==> config.mk <==
export PLATFORM = sky130hd
export DESIGN_NAME = dmem_arbiter
export DESIGN_NICKNAME = d
export VERILOG_FILES = /design/src/rtl/dmem_arbiter.sv
export SDC_FILE = /design/constraint.sdc
export NUM_CORES = 1
export LEC_CHECK = 0
export CAP_MARGIN = 20
export CELL_PAD_IN_SITES_DETAIL_PLACEMENT = 1
export CELL_PAD_IN_SITES_GLOBAL_PLACEMENT = 1
export CORE_ASPECT_RATIO = 2
export CORE_MARGIN = 4
export CORE_UTILIZATION = 20
export DETAILED_ROUTE_END_ITERATION = 6
export PLACE_DENSITY_LB_ADDON = 0.1
export REMOVE_ABC_BUFFERS = 1
export SLEW_MARGIN = 5
export SYNTH_ARGS = -nofsm -noshare
export SYNTH_HDL_FRONTEND = slang
export SYNTH_SLANG_ARGS = --single-unit
==> constraint.sdc <==
create_clock -name clk -period 2.7 [get_ports clk]
set_input_delay 0.675 -clock clk [delete_from_list [all_inputs] [get_ports clk]]
set_output_delay 0.675 -clock clk [all_outputs]
set_load 0.02 [all_outputs]
==> src/rtl/dmem_arbiter.sv <==
// Data-memory arbiter: shares one synchronous single-port RAM between the CPU
// and a DMA engine, with a starvation guard that forces DMA a slot.
module dmem_arbiter #(
  parameter int DBITS        = 32,
  parameter int ADDR_BITS    = 11,
  parameter int STARVE_LIMIT = 4
) (
  input  logic                 clk,
  input  logic                 reset,
  input  logic                 cpu_req,
  input  logic                 cpu_we,
  input  logic [DBITS-1:0]     cpu_addr,
  input  logic [DBITS-1:0]     cpu_wdata,
  output logic [DBITS-1:0]     cpu_rdata,
  output logic                 cpu_stall,
  input  logic                 dma_req,
  input  logic                 dma_we,
  input  logic [DBITS-1:0]     dma_addr,
  input  logic [DBITS-1:0]     dma_wdata,
  output logic                 dma_gnt,
  output logic                 dma_rvalid,
  output logic [DBITS-1:0]     dma_rdata,
  output logic                 mem_en,
  output logic                 mem_we,
  output logic [ADDR_BITS-1:0] mem_addr,
  output logic [DBITS-1:0]     mem_wdata,
  input  logic [DBITS-1:0]     mem_rdata
);

  // A zero limit still needs a one-bit counter; it simply never leaves zero.
  localparam int SW = (STARVE_LIMIT > 0) ? $clog2(STARVE_LIMIT + 1) : 1;
  localparam logic [SW-1:0] LIMIT = SW'(STARVE_LIMIT);

  typedef enum logic [1:0] {
    OWN_IDLE   = 2'd0,
    OWN_CPU_RD = 2'd1,
    OWN_DMA_RD = 2'd2
  } owner_e;

  owner_e           owner_q, owner_d;
  logic [SW-1:0]    starveCnt_q, starveCnt_d;
  logic [DBITS-1:0] cpuRdata_q;

  logic cpuMem, dmaMem, conflict;
  logic grantCpu, grantDma;
  logic unusedAddrBits;

  assign unusedAddrBits = ^{cpu_addr, dma_addr};

  // I/O space (top nibble 0xF) is decoded elsewhere and never touches memory.
  assign cpuMem   = cpu_req && (cpu_addr[DBITS-1 -: 4] != 4'hF);
  assign dmaMem   = dma_req && (dma_addr[DBITS-1 -: 4] != 4'hF);
  assign conflict = cpuMem && dmaMem;

  assign grantDma = reset && dmaMem && (!cpuMem || (starveCnt_q == LIMIT));
  assign grantCpu = reset && cpuMem && !grantDma;

  assign cpu_stall = reset && cpuMem && !grantCpu;
  assign dma_gnt   = grantDma;

  always_comb begin
    mem_en    = 1'b0;
    mem_we    = 1'b0;
    mem_addr  = '0;
    mem_wdata = '0;
    if (grantCpu) begin
      mem_en    = 1'b1;
      mem_we    = cpu_we;
      mem_addr  = cpu_addr[ADDR_BITS+1:2];
      mem_wdata = cpu_wdata;
    end else if (grantDma) begin
      mem_en    = 1'b1;
      mem_we    = dma_we;
      mem_addr  = dma_addr[ADDR_BITS+1:2];
      mem_wdata = dma_wdata;
    end
  end

  always_comb begin
    owner_d = OWN_IDLE;
    if (grantCpu && !cpu_we) begin
      owner_d = OWN_CPU_RD;
    end else if (grantDma && !dma_we) begin
      owner_d = OWN_DMA_RD;
    end

    starveCnt_d = starveCnt_q;
    if (!dma_req || grantDma) begin
      starveCnt_d = '0;
    end else if (conflict && grantCpu && (starveCnt_q != LIMIT)) begin
      starveCnt_d = starveCnt_q + SW'(1);
    end
  end

  // Owner remembers whose read the RAM answers this cycle; CPU load data is
  // latched so it stays visible after the read-return cycle.
  always_ff @(posedge clk or negedge reset) begin
    if (!reset) begin
      owner_q     <= OWN_IDLE;
      starveCnt_q <= '0;
      cpuRdata_q  <= '0;
    end else begin
      owner_q     <= owner_d;
      starveCnt_q <= starveCnt_d;
      if (owner_q == OWN_CPU_RD) begin
        cpuRdata_q <= mem_rdata;
      end
    end
  end

  assign cpu_rdata  = (owner_q == OWN_CPU_RD) ? mem_rdata : cpuRdata_q;
  assign dma_rvalid = (owner_q == OWN_DMA_RD);
  assign dma_rdata  = (owner_q == OWN_DMA_RD) ? mem_rdata : '0;

endmodule

# Word level (Yosys, flattened, before mapping)

Index checks and enable logic that the tools add are counted.

Reductions and logical operators: 21
Eq/ne operators: 6
Add/sub/neg operators: 1
Mux-type cells: 14

Operators by type and width:

| cell                                                             | count |
|---|---|
| 32-bit 2-to-1 mux                                                | 4 |
| 11-bit 2-to-1 mux                                                | 2 |
| 1-bit logical AND                                                | 12 |
| 4-bit != test (second input constant)                            | 2 |
| 1-bit zero test                                                  | 6 |
| 3-bit 2-to-1 mux                                                 | 2 |
| 1-bit 2-to-1 mux                                                 | 4 |
| 2-bit 2-to-1 mux                                                 | 2 |
| 3-bit by 1-bit adder with 3-bit output (second input constant)   | 1 |
| 3-bit == test (second input constant)                            | 1 |
| 3-bit != test (second input constant)                            | 1 |
| 2-bit by 1-bit == test with 1-bit output (second input constant) | 1 |
| 2-bit == test (second input constant)                            | 1 |
| 1-bit logical OR                                                 | 2 |
| 2-bit nonzero test                                               | 1 |

Bits in registers: 37
Output and inout bits: 112

# Logic depth before layout (Yosys ltp)

Word-level depth: 11
Gate-level depth with buffers: 7

# Least setup slack after synthesis

Ideal clock, no wire load.

Kind: in2out
Start point: in dma_addr[29]
End point: out mem_addr[0]
Stages on the path: 5
Setup slack: 226 ps
Arrival: 1799 ps
Path through: and4_1 > a311o_1 > buf_6 > buf_8 > o22ai_2

Longest elaborated chain between the ends: 7

Ends and longest elaborated chain:

| element                             | RTL line | source |
|---|---|---|
| start, declared                     | 18       | `input logic [DBITS-1:0] dma_addr,` |
| 4-bit != test (*)                   | 52       | `assign dmaMem = dma_req && (dma_addr[DBITS-1 -: 4] != 4'hF);` |
| 1-bit logical AND (*)               | 52       |  |
| 1-bit logical AND (*) (2 in series) | 55       | `assign grantDma = reset && dmaMem && (!cpuMem \|\| (starveCnt_q == LIMIT));` |
| 1-bit zero test                     | 56       | `assign grantCpu = reset && cpuMem && !grantDma;` |
| 1-bit logical AND                   | 56       |  |
| 11-bit 2-to-1 mux (*)               | 66       | `if (grantCpu) begin` |
| end, declared                       | 25       | `output logic [ADDR_BITS-1:0] mem_addr,` |

Mark *: on every way between the ends. The rest lies on a longest branch, timed or not.

# Worst setup path after layout

Start point: in dma_addr[29]
End point: out mem_addr[8]

The elaborated chain is that of the path after synthesis.

==> metrics.csv <==
metric;value;unit
r2r_slack;0.92;ns
setup_viol;6;
seq_area;926;sq um
grt_pass1_wl;21400;um
ys.flop_type;dfrtp_1;
tightestPinTransition;0.512;ns
crit_path_max_fanout;5;
grtUsageTotal;0.169;
r2r-end;owner_q[0]$_DFF_PN0_;
drc;0;
syn_inst;295;
grt_use_met2;0.343;
wl;13900;um
synthArstFlopShare;1.00;
whs_endpoint;cpuRdata_q[5]$_DFF_PN0_;
grt_use_met3;0.0517;
numPlacedInstances;696;
area_growth_syn_to_layout;134;%
critPathKind;in -> out;
clkLatencyLatePin;0.28;ns
n_antenna_cell;0;
worstHoldStart;cpuRdata_q[5]$_DFF_PN0_;
violations;negative setup slack;
max_slew_margin;0.658;
synth.largest_area_cell;dfrtp_1;
synthTopCellsByCount;nand2_1, o22ai_2, dfrtp_1, and2_1, mux2_2;
cts_buffer_depth;2;
final_max_slew_viol_count;0;
max_freq;367;MHz
clkTransAtPathRegs;0.06;ns
synth_edf_count;0;
vdd_drop_max;199;uV
leakage;2.85;nW
cts_tree;yes;
synth.distinct_cells;31;
cp_common_cell;buf_6;
status;finished with violations;
finalCritPeriodShare;1.01;
fill_cells;1481;
final_nets;746;
seq_area_frac_synth;0.333;
power_density;387;mW/mm^2
yosys_warnings;0;
avgSynthCellArea;9.43;sq um
num_vias;3380;
crit_chain;buf_6, and4_4, buf_6, o311ai_4, buf_6, buf_8, clkbuf_16, o22ai_4, buf_6;
fin_util;0.482;
required;2.03;ns
numCtsBuffers;5;
end_kind;output port;
yosys.area.top_type_share;0.333;
viasPerCell;4.60;
initial_core_util;0.206;
yosysMostFrequentCell;nand2_1;
gp_congestion;0.801;
netlist_top_cells_area;dfrtp_1, o22ai_2, nand2_1, mux2_2, and2_1;
die_y;175;um
hold_path.class;reg -> reg;
use_met1;0.151;
wl_per_cell;18.9;um
ant_nets;0;
hpwl;9720;um
final.setup_skew;0.00496;ns
grt_busiest_layer;met2;
crit_start;dma_addr[29];
die_area;0.0160;sq mm
htree_levels;2;
layout.cells.non_filler;734;
hold_viol;0;
synth_seq_cells;37;
drtIter0Drc;36;
num_io_pins;278;
period_needed;2.72;ns
crit_family;buffers and inverters;
grt_pass1_vias;3917;
syn_area;0.00278;sq mm
core_area;0.0135;sq mm
multiInputGateArea;0.00198;sq mm
max_cap_viol_count;0;
grt_max_degree;44;
crit_slowest_cell;o311ai_4;
slowest_delay;0.31;ns
die_width;91.4;um
first_pass_iters;4;
worst-path-buf-inv;6;
grt_antenna_before_repair;0;
r2r-start;starveCnt_q[0]$_DFFE_PN0P_;
io_buffers;243;
arrival;2.05;ns
rows;60;
cts-root-buf;clkbuf_16;
cts_sinks;37;
rsz0062_at_grt;yes;
r2r_cells;10;
grt-ovfl-total;0;
critPathLaunchType;input pin;
finalWorstSetupSlack;-0.0225;ns
hold_depth;1;
drive_gt1_frac;0.352;
-- worst max-delay path by stage --
stage | to | slack [ns] | cells past startpoint
6_report | mem_addr[8] | -0.02 | 9
5_1_grt | mem_addr[8] | -0.07 | 10
4_1_cts | mem_wdata[3] | -0.08 | 11
3_5_place_dp | mem_wdata[3] | -0.84 | 6
3_3_place_gp | mem_wdata[3] | -0.84 | 6
2_1_floorplan | mem_addr[10] | -0.96 | 3
-- state kept, by name (all words and copies together) (netlist names) --
register	flops
starveCnt_q	3
owner_q	2
cpuRdata_q	32
-- cell type report --
class	instances	share of cell area
well taps	155	0.0298
inverters	4	0.00230
repair buffers	302	0.501
multi-input cells	228	0.304
clock buffers	6	0.0198
clock inverters	2	0.00154
flip-flops and latches	37	0.142
-- cells in the final DEF, fill, tap and decap left out, types with 4 or more instances in the layout --
master	synthesis	layout
dlymetal6s2s_1	0	25
buf_2	3	10
clkbuf_16	0	8
clkdlybuf4s50_1	0	161
buf_6	5	44
and2_1	33	33
dfrtp_1	37	37
o22ai_4	0	36
buf_12	0	10
buf_4	0	35
nand2_1	91	90
nor2_1	4	4
mux2_2	30	30
buf_16	0	7
o22ai_2	40	7
-- power by group --
group / total, W / leakage (nW) / internal, W / switching [W]
logic: 0.00128 / 2.33 / 0.000687 / 0.000594
clock network: 0.000558 / 0.0706 / 0.000339 / 0.000220
registers: 0.000684 / 0.448 / 0.000658 / 0.0000258
-- cell families (layout without fill, tap and decap cells) --
group,count (synthesis),count (layout),share of synthesized area
adder cells (fa/ha/maj),2,2,0.00900
buffers and inverters,30,314,0.0715
flip-flops,37,37,0.333
AO/OA/AOI/OAI,53,53,0.220
AND/OR/NAND/NOR,141,141,0.237
multiplexers,32,32,0.130
-- worst register-to-register path, cell delays in order (launching register included) --
cell and delay [ns]:
dfrtp_1 0.39, inv_2 0.09, ha_4 0.15, nand2_4 0.06, buf_6 0.12, o311ai_4 0.27, buf_6 0.21, buf_16 0.14
buf_4 0.10, buf_4 0.09, nor3_1 0.03
-- metal layers --
layer,routed length (um),share of wire
met5,0,0
met4,321,0.023
met3,1170,0.084
met2,7960,0.57
met1,4440,0.32
-- through the flow --
step,hold WS (ns),worst slack (ns),total power [W],area (sq um),setup TNS (ns)
after floorplan,0.379,-0.960,0.00116,2600,-45.57
after detailed placement,0.475,-0.844,0.00181,5510,-34.40
after global routing,0.502,-0.0680,0.00266,6520,-0.898
final,0.482,-0.0225,0.00252,6520,-0.0777
after CTS,0.488,-0.0813,0.00254,6250,-0.891
after global placement,0.468,-0.839,0.00179,5510,-33.85
-- what timing repair did --
item                       in CTS  in global routing
setup endpoints to repair      47                 70
hold endpoints to repair        0                  0
hold buffers                    0                  0
resized for setup             320                 62
buffers inserted               17                  5
gates cloned                    9                  3
pin swaps                      14                 26
(Power assumes the default switching activity.)
